`config.mk`:
```
export PLATFORM = sky130hd
export DESIGN_NAME = clb_tile
export DESIGN_NICKNAME = d
export VERILOG_FILES = /design/src/rtl/clb_pkg.sv /design/src/rtl/clb_lut.sv /design/src/rtl/clb_tile.sv
export SDC_FILE = /design/constraint.sdc
export NUM_CORES = 1
export LEC_CHECK = 0
export ABC_AREA = 1
export ABC_CLOCK_PERIOD_IN_PS = 5150
export BUFFER_PORTS_ARGS = -buffer_cell sky130_fd_sc_hd__buf_2
export CAP_MARGIN = 10
export CORE_ASPECT_RATIO = 2
export CORE_MARGIN = 5
export CORE_UTILIZATION = 40
export DETAILED_ROUTE_END_ITERATION = 6
export GPL_ROUTABILITY_DRIVEN = 0
export GPL_TIMING_DRIVEN = 0
export PLACE_DENSITY_LB_ADDON = 0.15
export SYNTH_ARGS = -nofsm -noshare
export SYNTH_HDL_FRONTEND = slang
export SYNTH_SLANG_ARGS = --single-unit
```
`constraint.sdc`:
```
create_clock -name clk -period 5.15 [get_ports clk]
set_clock_uncertainty 0.1 [all_clocks]
set_input_delay 1.03 -clock clk [delete_from_list [all_inputs] [get_ports clk]]
set_output_delay 1.03 -clock clk [all_outputs]
set_load 0.1 [all_outputs]
```
`src/rtl/clb_pkg.sv`:
```
// Shared types and LUT-slice layout helpers for the configurable logic tile.
package clb_pkg;

    typedef enum logic [1:0] {
        StUncfg  = 2'd0,
        StLoad   = 2'd1,
        StActive = 2'd2
    } clb_state_e;

    // Configuration bits per LUT: K selects, 2**K truth bits, one reg_en bit.
    function automatic int unsigned lut_bits(input int unsigned k, input int unsigned sel_w);
        return k * sel_w + (32'd1 << k) + 32'd1;
    endfunction

    function automatic int unsigned sel_off(input int unsigned j, input int unsigned sel_w);
        return j * sel_w;
    endfunction

    function automatic int unsigned truth_off(input int unsigned k, input int unsigned sel_w);
        return k * sel_w;
    endfunction

    function automatic int unsigned reg_en_off(input int unsigned k, input int unsigned sel_w);
        return k * sel_w + (32'd1 << k);
    endfunction

endpackage

```
`src/rtl/clb_lut.sv`:
```
// One K-input LUT: source crossbar, truth-table lookup, optional output register.
module clb_lut
    import clb_pkg::*;
#(
    parameter int unsigned LUT_K    = 4,
    parameter int unsigned SRC_N    = 16,
    parameter int unsigned SEL_W    = 4,
    parameter int unsigned LUT_BITS = lut_bits(LUT_K, SEL_W)
) (
    input  logic                clk,
    input  logic                rst,
    input  logic                active,
    input  logic                run,
    input  logic [LUT_BITS-1:0] cfg,
    input  logic [SRC_N-1:0]    src,
    output logic                q,
    output logic                lut_out
);

    localparam int unsigned TT_N       = 2 ** LUT_K;
    localparam int unsigned TRUTH_LO   = truth_off(LUT_K, SEL_W);
    localparam int unsigned REG_EN_POS = reg_en_off(LUT_K, SEL_W);

    logic [LUT_K-1:0] lut_in;
    logic [TT_N-1:0]  truth;
    logic             reg_en;
    logic             comb_val;
    logic             q_q;

    assign truth  = cfg[TRUTH_LO +: TT_N];
    assign reg_en = cfg[REG_EN_POS];

    // Select indices beyond the source bus read as constant 0.
    always_comb begin
        lut_in = '0;
        for (int unsigned j = 0; j < LUT_K; j++) begin
            if (32'(cfg[sel_off(j, SEL_W) +: SEL_W]) < SRC_N) begin
                lut_in[j] = src[cfg[sel_off(j, SEL_W) +: SEL_W]];
            end
        end
    end

    assign comb_val = truth[lut_in];

    always_ff @(posedge clk) begin
        if (rst || !run) begin
            q_q <= 1'b0;
        end else begin
            q_q <= comb_val;
        end
    end

    assign q       = q_q;
    assign lut_out = active ? (reg_en ? q_q : comb_val) : 1'b0;

endmodule

```
`src/rtl/clb_tile.sv`:
```
// Configurable logic tile: serial config chain, load FSM and NUM_LUTS LUTs with feedback.
// Optional CLB_READBACK_EN streams the displaced configuration out on cfg_dout.
module clb_tile
    import clb_pkg::*;
#(
    parameter int unsigned LUT_K    = 4,
    parameter int unsigned NUM_LUTS = 8,
    parameter int unsigned NUM_IN   = 8
) (
    input  logic                clk,
    input  logic                rst,
    input  logic [NUM_IN-1:0]   in_i,
    output logic [NUM_LUTS-1:0] out_o,
    input  logic                cfg_start,
    input  logic                cfg_valid,
    input  logic                cfg_bit,
    output logic                cfg_ready,
    output logic                cfg_done,
    output logic                cfg_dout
);

    localparam int unsigned SRC_N    = NUM_IN + NUM_LUTS;
    localparam int unsigned SEL_W    = $clog2(SRC_N);
    localparam int unsigned LUT_BITS = lut_bits(LUT_K, SEL_W);
    localparam int unsigned CFG_BITS = NUM_LUTS * LUT_BITS;
    localparam int unsigned CNT_W    = $clog2(CFG_BITS + 1);
    localparam logic [CNT_W-1:0] LAST_BEAT = CNT_W'(CFG_BITS - 1);

    clb_state_e          state_q, state_d;
    logic [CNT_W-1:0]    cnt_q, cnt_d;
    logic [CFG_BITS-1:0] chain_q, chain_d;
    logic                beat;
    logic                active;
    logic                run;
    logic [NUM_LUTS-1:0] lut_q;
    logic [SRC_N-1:0]    src;

    assign cfg_ready = (state_q == StLoad) && !cfg_start;
    assign beat      = cfg_valid && cfg_ready;
    assign active    = (state_q == StActive);
    // A restart in ACTIVE clears the LUT registers on the same edge.
    assign run       = active && !cfg_start;
    assign cfg_done  = active;
    assign src       = {lut_q, in_i};

    always_comb begin
        state_d = state_q;
        cnt_d   = cnt_q;
        chain_d = chain_q;
        if (cfg_start) begin
            state_d = StLoad;
            cnt_d   = '0;
        end else begin
            case (state_q)
                StLoad: begin
                    if (beat) begin
                        chain_d = {cfg_bit, chain_q[CFG_BITS-1:1]};
                        cnt_d   = cnt_q + 1'b1;
                        if (cnt_q == LAST_BEAT) begin
                            state_d = StActive;
                        end
                    end
                end
                StUncfg, StActive: begin
                    state_d = state_q;
                end
                default: begin
                    state_d = StUncfg;
                end
            endcase
        end
    end

    always_ff @(posedge clk) begin
        if (rst) begin
            state_q <= StUncfg;
            cnt_q   <= '0;
            chain_q <= '0;
        end else begin
            state_q <= state_d;
            cnt_q   <= cnt_d;
            chain_q <= chain_d;
        end
    end

`ifdef CLB_READBACK_EN
    logic dout_q;

    always_ff @(posedge clk) begin
        if (rst) begin
            dout_q <= 1'b0;
        end else if (beat) begin
            dout_q <= chain_q[0];
        end
    end

    assign cfg_dout = dout_q;
`else
    assign cfg_dout = 1'b0;
`endif

    for (genvar i = 0; i < NUM_LUTS; i++) begin : g_lut
        clb_lut #(
            .LUT_K   (LUT_K),
            .SRC_N   (SRC_N),
            .SEL_W   (SEL_W),
            .LUT_BITS(LUT_BITS)
        ) u_lut (
            .clk    (clk),
            .rst    (rst),
            .active (active),
            .run    (run),
            .cfg    (chain_q[i*LUT_BITS +: LUT_BITS]),
            .src    (src),
            .q      (lut_q[i]),
            .lut_out(out_o[i])
        );
    end

endmodule

```
==> out/results.txt, run 1 <==
outcome -> completed
count leader, synth -> nand3_1
antenna violations before repair -> 0
number of global-route vias before repair -> 16210
DR DRC count -> 0
post-route ant nets -> 0
Max H-tree Level -> 1
Pre-antenna DRT Iters -> 6
port buffer count -> 16
Setup CP Type -> input port to output pin
ys async rst share -> 0
cts hold-fix bufs -> 0
DP Wirelength -> 43430 um
sequential element share of the synthesized area -> 0.3504
CP Data Required Time -> 4.02 ns
fin. max-slew vios -> 0
Die ar. -> 44780 um2
Max Clk Rate -> 203.2 MHz
gr usage total -> 0.2613
Cell Area, Synth -> 16170 um2
nets -> 2510
share of the synthesized area in the top cell type -> 0.3504
Initial Util -> 0.4034
1st-iter DRT viols -> 1379
Core Box Area -> 40080 um2
Area contributors post-synth -> dfxtp_1, nand3_1, o21ai_0
Total Wirelength -> 60910 um
Slew @ Worst Pin -> 1.315 ns
via count -> 17460
crit end category -> output pin
Max-slew headroom -> 0.1236
total CTS buffers -> 29
Post-synth top cells -> nand3_1, o21ai_0, nand2_1, nor2_1, dfxtp_1
DR WL/cell -> 20.00 um
ANT cells -> 0
syn_area_per_cell -> 6.604 um2
hold_sp -> cnt_q[8]$_SDFFE_PP0P_
Worst-Skew Late Latency -> 0.59 ns
CTS tree -> built
Worst VDD drop -> 0.2409 mV
RR Startpoint -> g_lut[2].u_lut.q$_SDFF_PP0_
fill count -> 4372
worst path cell trace -> buf_2 > inv_2 > clkbuf_1 > o21ai_0 > nand3_1 > nand3b_1 > nand2_1 > nand3_1 > nand3_1 > nand2_1 > a21oi_2 > buf_4 > buf_2
Period Utilization, post-route -> 0.9557
Top-Level Pins -> 24
Syn Inst Count -> 2448
global-route wire length before repair -> 93050 um
number of enable flip-flop cells after synthesis -> 0
#FFs+latches synth -> 283
setup_tns -> 0 ns
final hold violations -> 0
chip height -> 294.3 um
worst-path fanout max -> 10
clock-pin slew on the worst setup and hold paths -> 0.06 ns
post-CTS setup buffers -> 0
FF/Latch Area -> 5665 um2
r2r endpoint -> g_lut[6].u_lut.q$_SDFF_PP0_
max cap viols -> 0
Root Buffer -> clkbuf_16
minimum clock period -> 4.922 ns
area of the multi-input gates -> 8886 um2
post-synthesis cell type count -> 36
Die X -> 152.2 um
Sink Count -> 283
HP Class -> flop to flop
clk buf depth -> 3
largest net degree at the start of global routing -> 15
most used cell, CP -> nand3_1
Max stage delay on crit path -> 0.76 ns
Post-CTS Resized -> 0
Final setup violation count -> 0
register-to-register setup slack -> 2.52 ns
Leak -> 6.886 nW
leading area contributor after synthesis -> dfxtp_1
Min-Delay Endpoint -> cnt_q[8]$_SDFFE_PP0P_
crit path launch type -> input port
Worst path slowest cell -> clkbuf_1
unrepaired setup endpoints after global routing -> no
syn_nets -> 2462
hold slack -> 0.3714 ns
Via-to-Cell Ratio -> 5.731
Primary FF master, synth -> dfxtp_1
hold depth -> 2
Critical Path AT -> 3.79 ns
area grow syn2layout -> 10.56%
share of cells above drive strength 1 -> 0.1037
Warnings, synthesis -> 0
Rows -> 104
Pwr Density -> 305.5 nW/um2
GRT Residual Overflow -> 0
r2r worst-path depth -> 12
==> power breakdown <==
group          internal [W]  total (W)  switching (W)
combinational      0.000292   0.000913       0.000621
sequential          0.00228    0.00236      0.0000733
clock               0.00124    0.00219       0.000956
total               0.00381    0.00546        0.00165
==> final cells by class <==
cell class | instances | area share
inverter | 155 | 0.03325
tap | 530 | 0.03710
multi-input combinational | 1820 | 0.4971
sequential | 283 | 0.3170
clock buffer | 38 | 0.04473
buffer | 190 | 0.05726
clock inverter | 13 | 0.008260
timing repair buffer | 17 | 0.005320
==> worst max-delay path: cells and delay by family <==
kind            cells  cell delay, ns
buf+inv             5            1.76
simple gates        6            0.62
compound gates      2            0.36
==> layer usage <==
layer  GRT usage  up-vias  wire length, um
met4      0.1787        0             4949
li1            -     8374                -
met1      0.2871     8132            22010
met5           0        -                0
met3     0.03703      253             4105
met2      0.4636      697            29840
==> kinds of logic after synthesis <==
family / synth area share
other cells: 0.0002320
fa+ha+maj: 0.0007738
compound gates: 0.2311
buf+inv: 0.1001
simple gates: 0.3163
flops: 0.3504
xor+xnor: 0.001084
==> worst max-delay path by stage <==
stage | startpoint | end | slack, ns | depth (start not counted)
floorplan | state_q[1]$_SDFFE_PP0P_ | out_o[0] | 1.42 | 5
global placement | in_i[2] | out_o[7] | 0.30 | 13
detailed placement | in_i[2] | out_o[7] | 0.25 | 13
CTS | in_i[2] | out_o[7] | 0.27 | 13
global route | in_i[2] | out_o[7] | 0.05 | 13
finish | in_i[2] | out_o[7] | 0.23 | 13
==> placed cells by master, fill, tap and decap left out, types with 16 or more instances in the layout <==
cell,count
buf_6,18
buf_4,25
nand3_4,16
dfxtp_1,283
clkbuf_1,87
nand3_1,390
nand2_1,361
a21oi_1,249
nand3_2,16
o211ai_1,41
o21ai_0,383
inv_1,119
clkbuf_16,29
buf_2,81
inv_2,22
nor2_1,296
==> state kept, by name (all words and copies together) (netlist names) <==
name and cells:
state_q 2, chain_q 264, cnt_q 9, g_lut.u_lut.q 8
==> stage by stage <==
step | total power, W | area, um2 | instances | worst slack, ns | util
4_1_cts | 0.005485 | 17870 | 3046 | 0.2661 | 0.4460
5_1_grt | 0.005697 | 17870 | 3046 | 0.05326 | 0.4460
3_3_place_gp | 0.003291 | 16910 | 2994 | 0.2986 | 0.4219
2_1_floorplan | 0.003047 | 16170 | 2448 | 1.422 | -
3_5_place_dp | 0.003303 | 16930 | 2995 | 0.2527 | 0.4224
6_report | 0.005461 | 17870 | 3046 | 0.2283 | 0.4460
No activity file was read; power rests on OpenSTA's default activity.
==> inputs of run 2 (changes only) <==
--- a/config.mk
+++ b/config.mk
@@ -9,7 +9,7 @@
 export ABC_CLOCK_PERIOD_IN_PS = 5150
 export BUFFER_PORTS_ARGS = -buffer_cell sky130_fd_sc_hd__buf_2
 export CAP_MARGIN = 10
-export CORE_ASPECT_RATIO = 2
+export CORE_ASPECT_RATIO = 1.75
 export CORE_MARGIN = 5
 export CORE_UTILIZATION = 40
 export DETAILED_ROUTE_END_ITERATION = 6
==> constraint.sdc (replaced) <==
create_clock -name clk -period 5.15 [get_ports clk]
set_clock_uncertainty 0.1 [all_clocks]
set_input_delay 0.515 -clock clk [delete_from_list [all_inputs] [get_ports clk]]
set_output_delay 0.515 -clock clk [all_outputs]
set_load 0.1 [all_outputs]
==> run 2 against run 1 <==
Against the previous run:
- maximum frequency rose by 14%
- clock power barely moved
- total power is 0.58% lower
- non-clock buffer count is the same
- flip-flop and latch count is the same
- hold slack worse by 0.33 ns
- sequential share of layout area increased by 0.062 points
- clock-buffer cell count up 2
- combinational power fell by 1%
- global-route usage shrank 0.11 points
- register-to-register slack worse by 0.07 ns
- die area down 0.19%
- critical path type is now flop to output pin
- critical endpoint is now out_o[5]
- largest cell class unchanged
- highest routed layer unchanged
==> out/results.txt, run 2 (synthesis gave the netlist of run 1 again) <==
outcome -> completed
grt met3 use -> 0.02889
Via-to-Cell Ratio -> 5.770
Die X -> 162.0 um
Leak -> 6.893 nW
Root Buffer -> clkbuf_16
GRT Max-Usage Layer -> met2
register-to-register setup slack -> 2.45 ns
Switch Pwr -> 0.001649 W
DR DRC count -> 0
CTS tree -> built
Pwr Density -> 304.4 nW/um2
total CTS buffers -> 30
Initial Util -> 0.4037
HP Class -> input port to flop
fill count -> 4294
crit path launch type -> flop
nets -> 2511
Most flops, register -> chain_q
Die ar. -> 44700 um2
Core Box Area -> 40050 um2
CP endpoint -> out_o[5]
Clock Power Share -> 0.400
1st-iter DRT viols -> 1653
post-route ant nets -> 0
combinational fraction of design power -> 0.166
Seq pwr share -> 0.434
Period Utilization, post-route -> 0.8352
Sink Count -> 283
final instance area -> 17840 um2
global-route wire length before repair -> 91830 um
met2 Usage GRT -> 0.4624
r2r worst-path depth -> 12
cts hold-fix bufs -> 0
final hold violations -> 0
Critical Path AT -> 3.69 ns
number of global-route vias before repair -> 16430
Top-Level Pins -> 24
Total Wirelength -> 60060 um
Slew @ Worst Pin -> 1.126 ns
post-CTS setup buffers -> 0
r2r endpoint -> g_lut[5].u_lut.q$_SDFF_PP0_
met1 usage -> 0.3032
Switching Share -> 0.3037
chip height -> 276.0 um
gr usage total -> 0.2602
share of cells above drive strength 1 -> 0.1052
Pre-antenna DRT Iters -> 6
CP Data Required Time -> 4.53 ns
DR WL/cell -> 19.92 um
Final setup violation count -> 0
Post-CTS Resized -> 0
Setup CP Type -> flop to output pin
largest net degree at the start of global routing -> 15
crit path from -> g_lut[6].u_lut.q$_SDFF_PP0_
ANT cells -> 0
Worst VDD drop -> 0.2861 mV
Int Pwr -> 0.003781 W
hold depth -> 2
antenna violations before repair -> 1
Cell Area, Placed -> 16880 um2
number of flip-flops in the largest register -> 264
Worst-Skew Late Latency -> 0.60 ns
max cap viols -> 0
RR Startpoint -> g_lut[6].u_lut.q$_SDFF_PP0_
area grow syn2layout -> 10.35%
commonest non-fill, non-tap cell in the layout -> nand3_1
Max Clk Rate -> 232.5 MHz
GRT Residual Overflow -> 0
clk buf depth -> 3
unrepaired setup endpoints after global routing -> no
hold slack -> 0.04518 ns
Rows -> 97
most frequent cells in the layout -> nand3_1, o21ai_0, nand2_1
setup_tns -> 0 ns
DP Wirelength -> 41360 um
Max H-tree Level -> 1
crit end category -> output pin
clock-pin slew on the worst setup and hold paths -> 0.06 ns
worst-path fanout max -> 10
minimum clock period -> 4.301 ns
Max-slew headroom -> 0.2490
port buffer count -> 16
via count -> 17400
fin. max-slew vios -> 0
## run 2: cell count changes in the layout (fill, tap and decap cells not counted)
cell,delta
clkinvlp_4,+1
buf_6,+1
buf_8,-1
clkbuf_16,+2
bufinv_16,-2
clkinv_2,+3
## run 2: final cells by class
| type | instances | area, um2 | area share |
|---|---|---|---|
| buffer | 190 | 1023 | 0.05737 |
| multi-input combinational | 1820 | 8886 | 0.4981 |
| tap | 495 | 619.3 | 0.03472 |
| timing repair buffer | 17 | 91.34 | 0.005120 |
| clock inverter | 15 | 110.1 | 0.006172 |
| clock buffer | 40 | 849.6 | 0.04762 |
| sequential | 283 | 5665 | 0.3176 |
| inverter | 155 | 594.3 | 0.03331 |
## run 2: layer usage
metal | vias to the layer above | share of wire
li1 | 8390 | -
met1 | 8081 | 0.38
met2 | 707 | 0.48
met3 | 219 | 0.068
met4 | 0 | 0.066
met5 | - | 0
## run 2: power groups by stage
stage          Sequential, W  Clock (W)  Combinational, W
6_report             0.00236    0.00217          0.000903
5_1_grt              0.00237    0.00229           0.00101
4_1_cts              0.00236    0.00221          0.000895
3_5_place_dp         0.00240          0          0.000891
3_3_place_gp         0.00240          0          0.000879
2_1_floorplan        0.00238          0          0.000666
## run 2: worst min path at each step
stage | from | endpoint | slack, ns
after floorplan | cnt_q[8]$_SDFFE_PP0P_ | cnt_q[8]$_SDFFE_PP0P_ | 0.34
after global placement | cnt_q[8]$_SDFFE_PP0P_ | cnt_q[8]$_SDFFE_PP0P_ | 0.35
after detailed placement | cnt_q[8]$_SDFFE_PP0P_ | cnt_q[8]$_SDFFE_PP0P_ | 0.37
after CTS | rst | state_q[0]$_SDFFE_PP0P_ | 0.02
after global routing | rst | state_q[0]$_SDFFE_PP0P_ | 0.04
final | rst | state_q[0]$_SDFFE_PP0P_ | 0.05
## run 2: per-stage QoR
step                cells  setup slack (ns)    util  total power (W)
global route         3015            0.6968  0.4454         0.005666
CTS                  3015            0.9339  0.4454         0.005461
detailed placement   2960             1.396  0.4215         0.003294
global placement     2959             1.401  0.4211         0.003281
finish               3015            0.8486  0.4454         0.005430
floorplan            2448             1.937       -         0.003047
## run 2: critical path: stages (launching register included)
cell	delay (ns)
dfxtp_1	0.46
inv_2	0.12
clkbuf_1	0.80
o21ai_0	0.19
nand3_1	0.11
nand3_1	0.09
nand2_2	0.14
clkinv_1	0.15
nand3_1	0.09
nand3_1	0.06
nand3_1	0.08
nand2_1	0.09
a21oi_2	0.16
buf_4	0.12
buf_2	0.41
